File: config.mk
export PLATFORM = sky130hd
export DESIGN_NAME = sub_arbiter_i8_flat
export DESIGN_NICKNAME = d
export VERILOG_FILES = /design/src/rtl/sub_arbiter_i8_if.sv /design/src/rtl/sub_arbiter_i8.sv /design/src/flat_wrapper.sv
export SDC_FILE = /design/constraint.sdc
export NUM_CORES = 1
export LEC_CHECK = 0
export BUFFER_PORTS_ARGS = -buffer_cell sky130_fd_sc_hd__buf_2
export CAP_MARGIN = 20
export CORE_MARGIN = 1.5
export CORE_UTILIZATION = 55
export CTS_CLUSTER_DIAMETER = 200
export DETAILED_ROUTE_END_ITERATION = 12
export PLACE_DENSITY = 0.85
export SLEW_MARGIN = 20
export SYNTH_ARGS = -nofsm -noshare
export SYNTH_HDL_FRONTEND = slang
export SYNTH_SLANG_ARGS = --single-unit
File: constraint.sdc
create_clock -name clock -period 5.1 [get_ports clock]
set_clock_uncertainty 0.2 [all_clocks]
set_input_delay 1.02 -clock clock [delete_from_list [all_inputs] [get_ports clock]]
set_output_delay 1.02 -clock clock [all_outputs]
set_load 0.02 [all_outputs]
File: src/rtl/sub_arbiter_i8_if.sv
// Handshake bundle for sub_arbiter_i8: two requester channels and two response channels.
//   req0/req1 : valid/ready handshake carrying minuend a and subtrahend b
//   rsp0/rsp1 : valid/ready handshake carrying result y
// The master modport is the requester side, the slave modport is the arbiter side.
interface sub_arbiter_i8_if #(
    parameter int unsigned WIDTH = 8
) ();
    logic             req0_valid;
    logic             req0_ready;
    logic [WIDTH-1:0] req0_a;
    logic [WIDTH-1:0] req0_b;
    logic             req1_valid;
    logic             req1_ready;
    logic [WIDTH-1:0] req1_a;
    logic [WIDTH-1:0] req1_b;
    logic             rsp0_valid;
    logic             rsp0_ready;
    logic [WIDTH-1:0] rsp0_y;
    logic             rsp1_valid;
    logic             rsp1_ready;
    logic [WIDTH-1:0] rsp1_y;

    modport master (
        output req0_valid, req0_a, req0_b, req1_valid, req1_a, req1_b, rsp0_ready, rsp1_ready,
        input  req0_ready, req1_ready, rsp0_valid, rsp0_y, rsp1_valid, rsp1_y
    );

    modport slave (
        input  req0_valid, req0_a, req0_b, req1_valid, req1_a, req1_b, rsp0_ready, rsp1_ready,
        output req0_ready, req1_ready, rsp0_valid, rsp0_y, rsp1_valid, rsp1_y
    );
endinterface

File: src/rtl/sub_arbiter_i8.sv
// Two-requester round-robin arbiter in front of one shared subtractor (y = a - b, wrapping).
// Ports:
//   clock    : rising-edge clock
//   reset    : synchronous active-low reset
//   bus      : sub_arbiter_i8_if slave (request and response handshakes)
//   busy     : high whenever an operation is in flight (state not IDLE)
//   op_count : completed operations, saturating at 0xFFFF
module sub_arbiter_i8 #(
    parameter int unsigned WIDTH = 8
) (
    input  logic                 clock,
    input  logic                 reset,
    sub_arbiter_i8_if.slave      bus,
    output logic                 busy,
    output logic [15:0]          op_count
);
    typedef enum logic [1:0] {StIdle, StExec, StDone} state_e;

    state_e           state_q, state_d;
    logic             ptr_q, ptr_d;
    logic             gnt_q, gnt_d;
    logic [WIDTH-1:0] a_q, a_d;
    logic [WIDTH-1:0] b_q, b_d;
    logic [WIDTH-1:0] y_q, y_d;
    logic [15:0]      cnt_q, cnt_d;

    logic any_valid;
    logic pick;
    logic rsp_fire;
    logic rdy0, rdy1;

    assign any_valid = bus.req0_valid | bus.req1_valid;
    // Pointer only matters on contention; a lone valid always wins.
    assign pick      = (bus.req0_valid & bus.req1_valid) ? ptr_q : bus.req1_valid;
    // Only the granted requester's response ready is observed.
    assign rsp_fire  = gnt_q ? bus.rsp1_ready : bus.rsp0_ready;

    always_comb begin
        state_d = state_q;
        ptr_d   = ptr_q;
        gnt_d   = gnt_q;
        a_d     = a_q;
        b_d     = b_q;
        y_d     = y_q;
        cnt_d   = cnt_q;
        rdy0    = 1'b0;
        rdy1    = 1'b0;
        unique case (state_q)
            StIdle: begin
                if (any_valid) begin
                    rdy0    = ~pick;
                    rdy1    = pick;
                    gnt_d   = pick;
                    a_d     = pick ? bus.req1_a : bus.req0_a;
                    b_d     = pick ? bus.req1_b : bus.req0_b;
                    state_d = StExec;
                end
            end
            StExec: begin
                y_d     = a_q - b_q;
                state_d = StDone;
            end
            StDone: begin
                if (rsp_fire) begin
                    state_d = StIdle;
                    ptr_d   = ~gnt_q;
                    if (cnt_q != 16'hFFFF) begin
                        cnt_d = cnt_q + 16'd1;
                    end
                end
            end
            default: state_d = StIdle;
        endcase
    end

    always_ff @(posedge clock) begin
        if (!reset) begin
            state_q <= StIdle;
            ptr_q   <= 1'b0;
            gnt_q   <= 1'b0;
            a_q     <= '0;
            b_q     <= '0;
            y_q     <= '0;
            cnt_q   <= '0;
        end else begin
            state_q <= state_d;
            ptr_q   <= ptr_d;
            gnt_q   <= gnt_d;
            a_q     <= a_d;
            b_q     <= b_d;
            y_q     <= y_d;
            cnt_q   <= cnt_d;
        end
    end

    // A request is never acknowledged while reset is held low.
    assign bus.req0_ready = rdy0 & reset;
    assign bus.req1_ready = rdy1 & reset;
    assign bus.rsp0_valid = (state_q == StDone) & ~gnt_q;
    assign bus.rsp1_valid = (state_q == StDone) & gnt_q;
    assign bus.rsp0_y     = y_q;
    assign bus.rsp1_y     = y_q;
    assign busy           = (state_q != StIdle);
    assign op_count       = cnt_q;
endmodule
File: src/flat_wrapper.sv
// flat-port wrapper written by rule: the top's interface ports become plain ports
module sub_arbiter_i8_flat 
#(
    parameter int unsigned WIDTH = 8
)
  (clock, reset, busy, op_count, bus_req0_valid, bus_req0_a, bus_req0_b, bus_req1_valid, bus_req1_a, bus_req1_b, bus_rsp0_ready, bus_rsp1_ready, bus_req0_ready, bus_req1_ready, bus_rsp0_valid, bus_rsp0_y, bus_rsp1_valid, bus_rsp1_y);
  sub_arbiter_i8_if #(.WIDTH(WIDTH)) bus_i ();
  input  logic clock;
  input  logic reset;
  output logic busy;
  output logic [15:0] op_count;
  input wire logic [$bits(bus_i.req0_valid)-1:0] bus_req0_valid;
  input wire logic [$bits(bus_i.req0_a)-1:0] bus_req0_a;
  input wire logic [$bits(bus_i.req0_b)-1:0] bus_req0_b;
  input wire logic [$bits(bus_i.req1_valid)-1:0] bus_req1_valid;
  input wire logic [$bits(bus_i.req1_a)-1:0] bus_req1_a;
  input wire logic [$bits(bus_i.req1_b)-1:0] bus_req1_b;
  input wire logic [$bits(bus_i.rsp0_ready)-1:0] bus_rsp0_ready;
  input wire logic [$bits(bus_i.rsp1_ready)-1:0] bus_rsp1_ready;
  output wire logic [$bits(bus_i.req0_ready)-1:0] bus_req0_ready;
  output wire logic [$bits(bus_i.req1_ready)-1:0] bus_req1_ready;
  output wire logic [$bits(bus_i.rsp0_valid)-1:0] bus_rsp0_valid;
  output wire logic [$bits(bus_i.rsp0_y)-1:0] bus_rsp0_y;
  output wire logic [$bits(bus_i.rsp1_valid)-1:0] bus_rsp1_valid;
  output wire logic [$bits(bus_i.rsp1_y)-1:0] bus_rsp1_y;
  assign bus_i.req0_valid = bus_req0_valid;
  assign bus_i.req0_a = bus_req0_a;
  assign bus_i.req0_b = bus_req0_b;
  assign bus_i.req1_valid = bus_req1_valid;
  assign bus_i.req1_a = bus_req1_a;
  assign bus_i.req1_b = bus_req1_b;
  assign bus_i.rsp0_ready = bus_rsp0_ready;
  assign bus_i.rsp1_ready = bus_rsp1_ready;
  assign bus_req0_ready = bus_i.req0_ready;
  assign bus_req1_ready = bus_i.req1_ready;
  assign bus_rsp0_valid = bus_i.rsp0_valid;
  assign bus_rsp0_y = bus_i.rsp0_y;
  assign bus_rsp1_valid = bus_i.rsp1_valid;
  assign bus_rsp1_y = bus_i.rsp1_y;
  sub_arbiter_i8 #(.WIDTH(WIDTH)) u_core (.clock(clock), .reset(reset), .bus(bus_i), .busy(busy), .op_count(op_count));
endmodule
After elaboration in Yosys (flattened, before gate mapping)
Cells that the tools add are included.
{"block": "totals", "register_bits": 44, "inputBits": 38, "out_inout_bits": 37}
{"block": "op_classes", "add_sub_neg": 2, "eq_ne": 5, "mux": 11, "bitwise_logic": 8, "n_reduce_logical": 6}
{"op": "$add 16x1->16 const B", "count": 1}
{"op": "$mux 8", "count": 2}
{"op": "$ne 16x16->1 const B", "count": 1}
{"op": "$sub 8x8->8", "count": 1}
{"op": "$mux 1", "count": 6}
{"op": "$pmux 2 s3", "count": 1}
{"op": "$reduce_and 2->1", "count": 3}
{"op": "$and 1x1->1", "count": 5}
{"op": "$mux 2", "count": 2}
{"op": "$ne 2x1->1 const B", "count": 2}
{"op": "$reduce_and 3->1", "count": 1}
{"op": "$eq 2x1->1 const B", "count": 1}
{"op": "$eq 2x2->1 const B", "count": 1}
{"op": "$logic_not 2->1", "count": 1}
{"op": "$not 1->1", "count": 2}
{"op": "$reduce_bool 2->1", "count": 1}
{"op": "$or 1x1->1", "count": 1}

Logic depth before layout (Yosys ltp)
{"block": "logic_depth", "ltp_word": 6, "mapped_depth": 8}

Least setup slack after synthesis
OpenSTA, ideal clock, no wires.
{"block": "synth_timing", "path_kind": "input port to output port", "from": "input bus_req0_valid", "to": "output bus_req1_ready", "t_arrival_ps": 1694, "t_required_ps": 3880, "slack_ps": 2186, "cell_stages": 3, "n_path_buf": 1, "path_cell_list": "nand2b_1 and4_1 clkbuf_1"}
{"block": "synth_via", "elab_chain_cells": 5}
{"item": "start: declaration", "line_no": "flat_wrapper.sv:12", "text": "input wire logic [$bits(bus_i.req0_valid)-1:0] bus_req0_valid;"}
{"item": "$and 1x1->1", "line_no": "sub_arbiter_i8.sv:34", "text": "assign pick = (bus.req0_valid & bus.req1_valid) ? ptr_q : bus.req1_valid;"}
{"item": "$mux 1", "line_no": "sub_arbiter_i8.sv:34"}
{"item": "$mux 1 *", "line_no": "sub_arbiter_i8.sv:50", "text": "if (any_valid) begin"}
{"item": "$mux 1 *", "line_no": "sub_arbiter_i8.sv:48", "text": "unique case (state_q)"}
{"item": "$and 1x1->1 *", "line_no": "sub_arbiter_i8.sv:98", "text": "assign bus.req1_ready = rdy1 & reset;"}
{"item": "end: declaration", "line_no": "flat_wrapper.sv:21", "text": "output wire logic [$bits(bus_i.req1_ready)-1:0] bus_req1_ready;"}
Every way passes the cells marked *; elsewhere a longest branch is shown, timed or not.

Worst setup path in the final report
{"block": "layout_timing", "from": "input reset", "to": "output bus_req1_ready"}
{"block": "layout_via", "elab_chain_cells": 1}
{"item": "start: declaration", "line_no": "flat_wrapper.sv:9", "text": "input logic reset;"}
{"item": "$and 1x1->1", "line_no": "sub_arbiter_i8.sv:98"}
Every way passes these cells.

==> impl_metrics.json <==
{
  "status": "finished clean",
  "clkSinkCount": 44,
  "synth_largest_area_cell": "dfxtp_1",
  "rsz0062_at_grt": "no",
  "worst_pin_slew_ns": 0.962,
  "die_width_um": 68.7,
  "syn_to_final_growth_pct": 17.5,
  "synth_flop_cell": "dfxtp_1",
  "grt-ovfl-total": 0,
  "yosys_warnings": 0,
  "leakagePower_nw": 1.20,
  "place_area_um2": 2690,
  "grt_pass1_wl_um": 9160,
  "avgSynthCellArea_um2": 8.53,
  "arrival_ns": 2.25,
  "gp_congestion": 0.889,
  "crit_slowest_cell": "and4_1",
  "rrSetupSlack_ns": 2.91,
  "cts_htree_levels": 2,
  "synth-seq-area-share_pct": 37.1,
  "final_max_slew_viol_count": 0,
  "cts_tree": "built",
  "seq_area_um2": 881,
  "fp.dieH_um": 68.7,
  "slowest_delay_ns": 0.55,
  "hold_ws_ns": 0.265,
  "drive_above_1_share_pct": 26.0,
  "diodes": 0,
  "io_buffers": 74,
  "ctsHoldBuffers": 0,
  "wl_um": 5650,
  "clk_path_buf_depth": 2,
  "synth_cell_type_count": 46,
  "setup_viol": 0,
  "syn_area_um2": 2370,
  "avgViaCountPerCell": 5.98,
  "min_path_type": "reg2reg",
  "finalHoldViolCount": 0,
  "ff2ff_path_depth": 4,
  "cts_setup_buffers": 0,
  "clk_pin_slew_worst_paths_ns": 0.08,
  "io_pins": 75,
  "drt-pass1-iter-count": 9,
  "worstPathRequired_ns": 3.88,
  "wl_per_cell_um": 14.6,
  "hold_depth": 2,
  "drcViolationCount": 0,
  "syn-num-nets": 325,
  "cts_resized": 0,
  "nets": 384,
  "antenna_found_initial": 0,
  "crit_path_frequent_cell": "buf_2",
  "dpl.hpwl_um": 4110,
  "tns_ns": 0,
  "clockRootBuffer": "clkbuf_8",
  "min_period_ns": 3.47,
  "powerDensity_nw_per_um2": 293,
  "vdd_drop_max_mv": 0.248,
  "layout_commonest_cell": "buf_2",
  "synth_area_leaders": "dfxtp_1 (37%), nand2_1 (4.3%), ha_1 (4.2%)",
  "multi_input_area_um2": 1340,
  "clkLatencyLatePin_ns": 0.30,
  "grt_use_total_pct": 25.7,
  "period_share_pct": 68.0,
  "dr_total_vias": 2320,
  "synth_cells": 278,
  "cts_buffers": 5,
  "relSlewSlack_pct": 35.8,
  "die_area_um2": 4720,
  "synthArstFlopShare_pct": 0,
  "synth_top_area_share_pct": 37.1,
  "synth-seq-cells": 44,
  "n_fill_cell": 331,
  "fp.coreArea_um2": 4090,
  "crit_type": "in2out",
  "grt_pass1_vias": 2041,
  "num_rows": 23,
  "synth_edf_count": 0,
  "layout_common_cells": "buf_2 (74), dfxtp_1 (44), nand2_1 (27)",
  "start_util_pct": 58.1,
  "start_kind": "input port",
  "path_max_fanout": 33,
  "grt_max_degree": 34,
  "antenna_left": 0,
  "finish.instance_area_um2": 2790,
  "drv_cap": 0,
  "initialDrtViolationCount": 183,
  "cp_cell_sequence": "buf_2 > and4_1 > buf_2",
  "endpoint_kind": "output port",
  "timing.fmax_ghz": 0.288
}
## worst max-delay path: cells and delay by family
family / cells / cell delay (ns)
buffers and inverters: 2 / 0.67
and+or+nand+nor: 1 / 0.55
## registers in the layout, summed over array words and instances (netlist names)
name / cells
u_core.ptr_q: 1
u_core.bus.rsp0_y: 8
u_core.a_q: 8
u_core.b_q: 8
u_core.state_q: 2
u_core.gnt_q: 1
u_core.op_count: 16
## through the flow
step	worst slack [ns]	power (mW)	utilization, %	cells
2_1_floorplan	2.19	0.549	-	278
3_3_place_gp	1.68	0.591	65.9	380
3_5_place_dp	1.66	0.596	65.9	380
4_1_cts	1.66	0.817	68.1	388
5_1_grt	1.53	0.863	68.2	388
6_report	1.63	0.817	68.2	388
## power by group
group	internal (mW)	switching, mW	leakage (nW)	total (mW)
Sequential	0.369	0.0196	0.359	0.389
Clock	0.111	0.114	0.0455	0.224
Combinational	0.0822	0.121	0.799	0.203
Total	0.562	0.255	1.20	0.817
## worst paths after layout
path / end / startpoint
worst max register to register: u_core.op_count[6] / u_core.op_count[2]
worst min-delay path: u_core.a_q[4] / u_core.a_q[4]
worst min register to register: u_core.a_q[4] / u_core.a_q[4]
worst max-delay path: bus_req1_ready / reset
## kinds of logic (layout without fill, tap and decap cells)
kind of cell	count (synthesis)	in the layout	synth area share [%]
buffers and inverters	34	94	6.65
DFF	44	44	37.1
muxes	8	8	3.43
AOI/OAI and AO/OA	73	73	21.6
and+or+nand+nor	107	107	25.0
xor gates and xnor gates	3	3	1.11
adders and majority gates	9	9	5.06
## cell type report
cell class	instances	share of cell area, %
multi-input cells	200	48.0
flip-flops and latches	44	31.6
repair buffers	74	13.3
clock buffers	8	3.23
well taps	50	2.25
inverters	12	1.62
## Yosys cell counts, types with 2 or more instances
cell type and n:
a221o_1 2, or4_1 4, o2111ai_1 2, nand3b_1 2, a32oi_1 2, o41ai_1 4
a22oi_1 6, mux2i_1 7, nand3_1 14, xor2_1 2, and2_1 2, o31ai_1 3
nand2b_1 8, buf_4 8, nor2b_1 2, a21o_1 3, a222oi_1 6, ha_1 8
nor2_1 13, o21ai_0 13, and4_1 8, nand2_1 27, or3_1 4, a21oi_1 18
inv_1 12, a31o_2 2, nor4_1 4, o311ai_0 4, and3_1 7, nand4_1 6
a211oi_1 4, clkbuf_1 14, dfxtp_1 44
## per-layer routing
layer / part of all wire (%) / wire [um] / GRT usage, %
met1: 46 / 2600 / 35.2
met2: 46 / 2600 / 39.2
met3: 6.4 / 364 / 7.31
met5: 0 / 0 / 0
met4: 1.6 / 89 / 7.75
(Power assumes the default switching activity.)
